### src/rtl/mem_axi_pkg.sv
// Shared types for the memory-to-AXI unit: FSM states, write-table entry
// layout and default sizing constants.
package mem_axi_pkg;

  localparam int WB_DEPTH_DEF = 4;
  localparam int RD_ID_DEF    = 15;

  typedef enum logic [2:0] {
    IDLE,
    RD_HOLD,
    RD_ADDR,
    RD_DATA,
    WR_HOLD,
    WR_SEND,
    FENCE
  } state_e;

  typedef struct packed {
    logic        valid;
    logic [31:0] addr;
    logic [2:0]  size;
  } wb_entry_t;

endpackage

### src/rtl/wr_track_table.sv
// Outstanding-write table: one entry per in-flight AXI write ID, freed by the
// matching B response; also reports load/store word-address hazards.
module wr_track_table
  import mem_axi_pkg::*;
#(
  parameter int WB_DEPTH = WB_DEPTH_DEF,
  parameter int ID_W     = 4,
  parameter int IDX_W    = $clog2(WB_DEPTH)
) (
  input  logic             clk,
  input  logic             rst,
  input  logic             alloc_en,
  input  logic [31:0]      alloc_addr,
  input  logic [2:0]       alloc_size,
  input  logic             free_en,
  input  logic [ID_W-1:0]  free_id,
  input  logic [29:0]      cmp_word,
  output logic [IDX_W-1:0] free_idx,
  output logic             full,
  output logic             empty,
  output logic             hazard,
  output logic             id_err
);

  wb_entry_t entries_q [WB_DEPTH];
  wb_entry_t entries_d [WB_DEPTH];
  logic      free_hit;

  // Status is computed from the registered table, so a slot freed this cycle
  // only looks free from the next cycle on.
  always_comb begin
    entries_d = entries_q;
    free_idx  = '0;
    full      = 1'b1;
    empty     = 1'b1;
    hazard    = 1'b0;
    free_hit  = 1'b0;
    for (int i = WB_DEPTH - 1; i >= 0; i--) begin
      if (!entries_q[i].valid) begin
        free_idx = IDX_W'(i);
        full     = 1'b0;
      end else begin
        empty = 1'b0;
      end
      if (entries_q[i].valid && entries_q[i].addr[31:2] == cmp_word) hazard = 1'b1;
      if (free_en && entries_q[i].valid && free_id == ID_W'(i)) begin
        entries_d[i].valid = 1'b0;
        free_hit           = 1'b1;
      end
    end
    for (int i = 0; i < WB_DEPTH; i++) begin
      if (alloc_en && !full && free_idx == IDX_W'(i)) begin
        entries_d[i] = '{valid: 1'b1, addr: alloc_addr, size: alloc_size};
      end
    end
    id_err = free_en && !free_hit;
  end

  always_ff @(posedge clk or negedge rst) begin
    if (!rst) entries_q <= '{default: '0};
    else      entries_q <= entries_d;
  end

endmodule

### src/rtl/mem_axi_unit.sv
// Bridges a held load/store/fence request onto AXI read and write channels.
// The AXI R data input is named axi_rdata because rdata is the load result.
module mem_axi_unit
  import mem_axi_pkg::*;
#(
  parameter int WB_DEPTH = WB_DEPTH_DEF,
  parameter int ID_W     = 4,
  parameter int RD_ID    = RD_ID_DEF
) (
  input  logic            clk,
  input  logic            rst,
  input  logic            req_valid,
  input  logic            req_wr,
  input  logic [31:0]     req_addr,
  input  logic [31:0]     req_wdata,
  input  logic [3:0]      req_wstrb,
  input  logic [2:0]      req_size,
  input  logic            fence,
  output logic            done,
  output logic [31:0]     rdata,
  output logic            busy,
  output logic            wb_full,
  output logic            bid_err,
  output logic [ID_W-1:0] arid,
  output logic [31:0]     araddr,
  output logic [2:0]      arsize,
  output logic            arvalid,
  input  logic            arready,
  input  logic [ID_W-1:0] rid,
  input  logic [31:0]     axi_rdata,
  input  logic            rvalid,
  output logic            rready,
  output logic [ID_W-1:0] awid,
  output logic [31:0]     awaddr,
  output logic [2:0]      awsize,
  output logic            awvalid,
  input  logic            awready,
  output logic [ID_W-1:0] wid,
  output logic [31:0]     wdata,
  output logic [3:0]      wstrb,
  output logic            wvalid,
  input  logic            wready,
  input  logic [ID_W-1:0] bid,
  input  logic            bvalid,
  output logic            bready
);

  localparam int IDX_W = $clog2(WB_DEPTH);

  state_e            state_q, state_d;
  logic              awvalid_q, awvalid_d;
  logic              wvalid_q, wvalid_d;
  logic              rd_done_q, rd_done_d;
  logic              bid_err_q, bid_err_d;
  logic              bready_q, bready_d;
  logic [ID_W-1:0]   awid_q, awid_d;
  logic [31:0]       rdata_q, rdata_d;
  logic              start_wr, wr_done, fence_done, b_fire;
  logic [IDX_W-1:0]  free_idx;
  logic              full, empty, hazard, id_err;

  assign b_fire = bvalid && bready_q;

  wr_track_table #(.WB_DEPTH(WB_DEPTH), .ID_W(ID_W)) u_table (
    .clk       (clk),
    .rst       (rst),
    .alloc_en  (start_wr),
    .alloc_addr(req_addr),
    .alloc_size(req_size),
    .free_en   (b_fire),
    .free_id   (bid),
    .cmp_word  (req_addr[31:2]),
    .free_idx  (free_idx),
    .full      (full),
    .empty     (empty),
    .hazard    (hazard),
    .id_err    (id_err)
  );

  // A load's done is registered, so IDLE ignores the still-held request in
  // that done cycle to avoid issuing the same load twice.
  always_comb begin
    state_d    = state_q;
    awvalid_d  = awvalid_q;
    wvalid_d   = wvalid_q;
    awid_d     = awid_q;
    rdata_d    = rdata_q;
    rd_done_d  = 1'b0;
    start_wr   = 1'b0;
    wr_done    = 1'b0;
    fence_done = 1'b0;
    bready_d   = 1'b1;
    bid_err_d  = bid_err_q | id_err;
    case (state_q)
      IDLE: begin
        if (req_valid && !rd_done_q) begin
          if (req_wr) begin
            if (full) state_d = WR_HOLD;
            else      start_wr = 1'b1;
          end else begin
            state_d = hazard ? RD_HOLD : RD_ADDR;
          end
        end else if (fence && !req_valid) begin
          state_d = FENCE;
        end
      end
      RD_HOLD: if (!hazard) state_d = RD_ADDR;
      RD_ADDR: if (arready) state_d = RD_DATA;
      RD_DATA: begin
        if (rvalid && rid == ID_W'(RD_ID)) begin
          rdata_d   = axi_rdata;
          rd_done_d = 1'b1;
          state_d   = IDLE;
        end
      end
      WR_HOLD: if (!full) start_wr = 1'b1;
      WR_SEND: begin
        if ((!awvalid_q || awready) && (!wvalid_q || wready)) begin
          wr_done   = 1'b1;
          awvalid_d = 1'b0;
          wvalid_d  = 1'b0;
          state_d   = IDLE;
        end else begin
          if (awready) awvalid_d = 1'b0;
          if (wready)  wvalid_d  = 1'b0;
        end
      end
      FENCE: begin
        if (empty) begin
          fence_done = 1'b1;
          state_d    = IDLE;
        end
      end
      default: state_d = IDLE;
    endcase
    if (start_wr) begin
      state_d   = WR_SEND;
      awid_d    = ID_W'(free_idx);
      awvalid_d = 1'b1;
      wvalid_d  = 1'b1;
    end
  end

  always_ff @(posedge clk or negedge rst) begin
    if (!rst) begin
      state_q   <= IDLE;
      awvalid_q <= 1'b0;
      wvalid_q  <= 1'b0;
      rd_done_q <= 1'b0;
      bid_err_q <= 1'b0;
      bready_q  <= 1'b0;
      awid_q    <= '0;
      rdata_q   <= '0;
    end else begin
      state_q   <= state_d;
      awvalid_q <= awvalid_d;
      wvalid_q  <= wvalid_d;
      rd_done_q <= rd_done_d;
      bid_err_q <= bid_err_d;
      bready_q  <= bready_d;
      awid_q    <= awid_d;
      rdata_q   <= rdata_d;
    end
  end

  assign done    = rd_done_q | wr_done | fence_done;
  assign rdata   = rdata_q;
  assign busy    = (state_q != IDLE);
  assign wb_full = full;
  assign bid_err = bid_err_q;
  assign bready  = bready_q;

  assign arid    = ID_W'(RD_ID);
  assign araddr  = {req_addr[31:2], 2'b00};
  assign arsize  = 3'b010;
  assign arvalid = (state_q == RD_ADDR);
  assign rready  = (state_q == RD_DATA);

  assign awid    = awid_q;
  assign awaddr  = req_addr;
  assign awsize  = req_size;
  assign awvalid = awvalid_q;
  assign wid     = awid_q;
  assign wdata   = req_wdata;
  assign wstrb   = req_wstrb;
  assign wvalid  = wvalid_q;

endmodule

### config.mk
export PLATFORM = sky130hd
export DESIGN_NAME = mem_axi_unit
export DESIGN_NICKNAME = d
export VERILOG_FILES = /design/src/rtl/mem_axi_pkg.sv /design/src/rtl/wr_track_table.sv /design/src/rtl/mem_axi_unit.sv
export SDC_FILE = /design/constraint.sdc
export NUM_CORES = 1
export LEC_CHECK = 0
export CAP_MARGIN = 20
export CELL_PAD_IN_SITES_DETAIL_PLACEMENT = 1
export CELL_PAD_IN_SITES_GLOBAL_PLACEMENT = 2
export CORE_MARGIN = 2
export CORE_UTILIZATION = 33
export CTS_CLUSTER_DIAMETER = 60
export DETAILED_ROUTE_END_ITERATION = 8
export PLACE_DENSITY_LB_ADDON = 0.1
export SYNTH_ARGS = -nofsm -noshare
export SYNTH_HDL_FRONTEND = slang
export SYNTH_HIERARCHICAL = 1
export SYNTH_SLANG_ARGS = --single-unit
### constraint.sdc
create_clock -name clk -period 6.69 [get_ports clk]
set_clock_uncertainty 0.15 [all_clocks]
set_input_delay 1.338 -clock clk [delete_from_list [all_inputs] [get_ports clk]]
set_output_delay 1.338 -clock clk [all_outputs]
set_load 0.02 [all_outputs]
# Word level (Yosys, flattened, before mapping)
# Index checks and enable logic that the tools add are counted.
[totals]
register_bits = 186
in_bits = 121
wordCells = 152
[op_classes]
eq_ne = 25
mux = 58
bitwise = 3
n_reduce_logical = 46
[ops]
columns = ["cell", "count"]
rows = [
  ["36-bit 2-to-1 mux", 4],
  ["30-bit == test", 4],
  ["1-bit 2-to-1 mux", 37],
  ["3-bit 2-to-1 mux", 10],
  ["1-bit logical AND", 23],
  ["3-bit case mux with 7 select lines", 1],
  ["2-bit 2-to-1 mux", 5],
  ["2-bit nonzero test", 5],
  ["3-bit == test (second input constant)", 3],
  ["3-bit by 2-bit != test with 1-bit output (second input constant)", 3],
  ["3-bit nonzero test", 3],
  ["4-bit by 2-bit == test with 1-bit output (second input constant)", 2],
  ["8-bit AND reduction", 1],
  ["3-bit by 2-bit == test with 1-bit output (second input constant)", 2],
  ["1-bit zero test", 6],
  ["3-bit by 1-bit != test with 1-bit output (second input constant)", 2],
  ["2-bit AND reduction", 3],
  ["5-bit by 4-bit != test with 1-bit output (second input constant)", 1],
  ["2-bit == test (second input constant)", 2],
  ["4-bit by 1-bit == test with 1-bit output (second input constant)", 1],
  ["4-bit == test (second input constant)", 1],
  ["4-bit zero test", 1],
  ["4-bit by 3-bit != test with 1-bit output (second input constant)", 1],
  ["3-bit by 1-bit == test with 1-bit output (second input constant)", 1],
  ["7 further kinds", 10],
]

# Longest topological paths before layout
[depth]
depth_word = 11
ltp_mapped = 11
depth_no_buf = 9

# Cells and area by module
# The synthesis kept the hierarchy.
[by_module_without_submodules]
columns = ["module", "instances", "cells_per_inst", "area_per_inst_um2", "seq_area_each_um2"]
rows = [
  ["wr_track_table", 1, 450, 6173.4, 3103.0],
  ["mem_axi_unit", 1, 251, 2682.6, 1051.0],
]

# Least setup slack after synthesis
# Ideal clock, no wire load.
[synth_timing]
path_kind = "input port to flip-flop"
from = "in req_valid"
to = "reg u_table/entries_q[10] (netlist name)"
setup_time_ps = 125
arrival_time_ps = 3146
required_ps = 6415
slack_ps = 3269
cell_stages = 10
n_path_buf = 3
cell_sequence = "nor2b_4 -> a21oi_2 -> or4_4 -> buf_6 -> inv_1 -> inv_1 -> or3_1 -> buf_6 -> buf_12 -> mux2_4"
[synth_between]
elab_chain_len = 5
[synth_lines]
columns = ["element", "line", "rtl"]
rows = [
  ["from (decl)", "mem_axi_unit.sv:12", "input logic req_valid,"],
  ["1-bit logical AND", "mem_axi_unit.sv:96", "if (req_valid && !rd_done_q) begin"],
  ["1-bit 2-to-1 mux", "mem_axi_unit.sv:96", ""],
  ["1-bit case mux with 2 select lines", "mem_axi_unit.sv:94", "case (state_q)"],
  ["1-bit logical AND (2 in series)", "wr_track_table.sv:52", "if (alloc_en && !full && free_idx == IDX_W'(i)) begin"],
  ["to (signal assigned)", "wr_track_table.sv:61", "else entries_q <= entries_d;"],
  ["to (decl)", "wr_track_table.sv:25", "wb_entry_t entries_q [WB_DEPTH];"],
]
# Every way passes these cells.
# A chain may end at the register's enable or synchronous reset.

# Final worst setup path
[layout_timing]
from = "in awready"
to = "out done"
[layout_between]
elab_chain_len = 6
[layout_lines]
columns = ["element", "line", "rtl"]
rows = [
  ["from (decl)", "mem_axi_unit.sv:37", "input logic awready,"],
  ["1-bit logical OR", "mem_axi_unit.sv:118", "if ((!awvalid_q || awready) && (!wvalid_q || wready)) begin"],
  ["1-bit logical AND", "mem_axi_unit.sv:118", ""],
  ["1-bit 2-to-1 mux", "mem_axi_unit.sv:118", ""],
  ["1-bit 2-to-1 mux", "mem_axi_unit.sv:94", ""],
  ["1-bit bitwise OR (2 in series)", "mem_axi_unit.sv:166", "assign done = rd_done_q | wr_done | fence_done;"],
  ["to (decl)", "mem_axi_unit.sv:19", "output logic done,"],
]
# Every way passes these cells.

==> impl_results.md <==
* H-tree depth at 4
* Critical path class: in -> out
* Slew HR at 0.405
* Cells after synthesis at 701
* Area after DPL at 10100 um2
* Cell area after synthesis at 8860 um2
* Max Fclk at 223 MHz
* Synth cell count leaders: dfrtp_1, buf_4, mux2_2
* Largest net degree at the start of global routing at 93
* Crit path from: awready
* Detail Route Antenna Nets at 0
* GP Congestion at 0.737
* Routed via count at 5345
* CP Capture Type: primary output
* Final Hold Vio Count at 0
* Path category of the worst min-delay check: reg -> reg
* Reg-to-reg endpoint: u_table/entries_q[19]
* Total iterations of the first detailed-routing run at 4
* All-Layer GR Usage at 0.162
* Post-detail-place hpwl at 15.6 mm
* Routed vias/inst at 4.73
* Starting DRC count in detailed routing at 173
* Top cell type's share of synthesized area at 0.469
* Post-layout nets at 903
* Crit start category: primary input
* PD cells at 416 nW/um2
* Post-CTS Setup Inserts at 0
* Clk buf depth at 2
* Peak supply drop at 0.000148 V
* Initial Util at 0.338
* Reg-to-reg startpoint: u_table/entries_q[143]
* Final Max Tran Viols at 0
* Non-Filler Cell Area, Final at 10900 um2
* Total routed wirelength at 22.3 mm
* Clk_lat worst skew at 0.42 ns
* DRC Markers at 0
* Crit path arrival time at 3.00 ns
* First-pass GRT wire length at 34.6 mm
* Root buffer cell: clkbuf_16
* Post-synth EDFFs at 0
* Remaining global-route overflow at 0
* Placeable Area at 26200 um2
* Die X at 168 um
* MaxCap Viol Count at 0
* Number of port buffers at 184
* Syn Area/Cell at 12.6 um2
* WHS at 0.318 ns
* Worst slew pin tran at 0.892 ns
* Fraction of layout cells with a size suffix above 1 at 0.219
* Minimum clock period at 4.48 ns
* Die area at 28200 um2
* Endpoints failing setup at 0
* Die Height at 168 um
* Crit path max fanout at 3
* Top_reg_cell synth: dfrtp_1
* # rows at 59
* Avg WL per Cell at 19.7 um
* ANT cells at 0
* CP max stage delay at 0.61 ns
* Cts repair resizes at 0
* CP dominant cell by count: clkdlybuf4s50_1
* Netlist cell types at 48
* Register-to-Register Path Depth at 8
* Area growth from synthesis to layout at 22.6%
* Crit path to: done
* Worst path slowest cell: clkdlybuf4s50_1
* Sequential area share after synthesis at 0.469
* Clk sinks at 166
* Final Power at 0.00452 W
* R2R setup slack at 3.54 ns
* RSZ-0062 raised after global routing: false
* Most frequent cell after synthesis: dfrtp_1
* Final period util at 0.670
* Status: complete, no violations
* TritonCTS Buffers at 17
* Top-Level Pins at 280
* Crit path cell chain: clkdlybuf4s50_1 -> inv_1 -> a22o_1 -> o22ai_1 -> a21o_1 -> clkdlybuf4s50_1
* Setup TNS at 0 ns
* Synth area leaders: dfrtp_1, mux2_2, buf_4
* Initial antenna violation count at 0
* Number of global-route vias before repair at 5778
* Seq cells post-synth at 166
* Clk slew on worst S/H paths at 0.07 ns
* Async SR Flop Fraction at 1.00
* Hold buffers post-CTS at 0
* CP required at 5.20 ns
* CTS tree: done
* Largest area contributor in the netlist: dfrtp_1
* Leak at 4.73 nW
* Yosys warns at 6
## metrics by stage
stage	worst slack, ns	cells	util
after floorplan	3.27	713	-
after global routing	2.13	1130	0.414
after detailed placement	2.19	1096	0.387
after global placement	2.20	1096	0.387
after CTS	2.18	1128	0.412
final	2.21	1130	0.414
## worst min-delay path by stage
stage	startpoint	end	cells past startpoint
2_1_floorplan	u_table/entries_q[60]	u_table/entries_q[60]	1
3_3_place_gp	bid_err	bid_err	1
3_5_place_dp	bid_err	bid_err	1
4_1_cts	bid_err	bid_err	1
5_1_grt	bid_err	bid_err	1
6_report	bid_err	bid_err	1
## where the power goes
| group | switching (W) | total, W | internal (W) |
|---|---|---|---|
| Combinational | 0.000669 | 0.00158 | 0.000910 |
| Clock | 0.000437 | 0.00111 | 0.000676 |
| Sequential | 0.000352 | 0.00183 | 0.00147 |
| Total | 0.00146 | 0.00452 | 0.00306 |
## cells by family after synthesis
family / Yosys count / synth area share
AO/OA/AOI/OAI: 23 / 0.0182
XOR/XNOR: 120 / 0.119
buffers and inverters: 148 / 0.123
flip-flops: 166 / 0.469
multiplexers: 155 / 0.212
other: 2 / 0.000848
AND/OR/NAND/NOR: 87 / 0.0581
## per-layer routing
layer / track usage / vias to the layer above / share of wire
met4: 0.0371 / 0 / 0.010
li1: - / 2444 / -
met1: 0.215 / 2757 / 0.46
met3: 0.0339 / 26 / 0.033
met2: 0.271 / 118 / 0.50
met5: 0 / - / 0
## registers in the layout (all words and copies together) (netlist names)
signal	count
u_table/entries_q	124
rdata	32
state_q	3
awid	2
awvalid	1
bid_err	1
bready	1
rd_done_q	1
wvalid	1
## cell type report
class | instances | area (um2)
Sequential cell | 166 | 4150
Multi-Input combinational cell | 399 | 3660
Clock inverter | 14 | 235
Fill cell | 2696 | 15400
Clock buffer | 18 | 429
Timing Repair Buffer | 192 | 1940
Inverter | 6 | 22.5
Tap cell | 335 | 419
## cells in the final DEF (no fill, tap or decap), types with 4 or more instances in the layout
master / instances
buf_4: 6
mux2_2: 94
nor4_1: 18
nor2_1: 6
bufinv_16: 5
mux2_4: 31
xor2_1: 44
mux2_1: 29
nand2_1: 15
inv_6: 4
clkbuf_16: 17
o21ai_0: 4
inv_1: 5
nand4_1: 25
dfrtp_1: 166
xnor2_1: 76
conb_1: 14
clkdlybuf4s50_1: 183
## critical path, delay by kind of cell
| family | cells | cell delay, ns |
|---|---|---|
| buffers and inverters | 3 | 1.11 |
| AO/OA/AOI/OAI | 3 | 0.55 |
No activity file was read; power rests on OpenSTA's default activity.
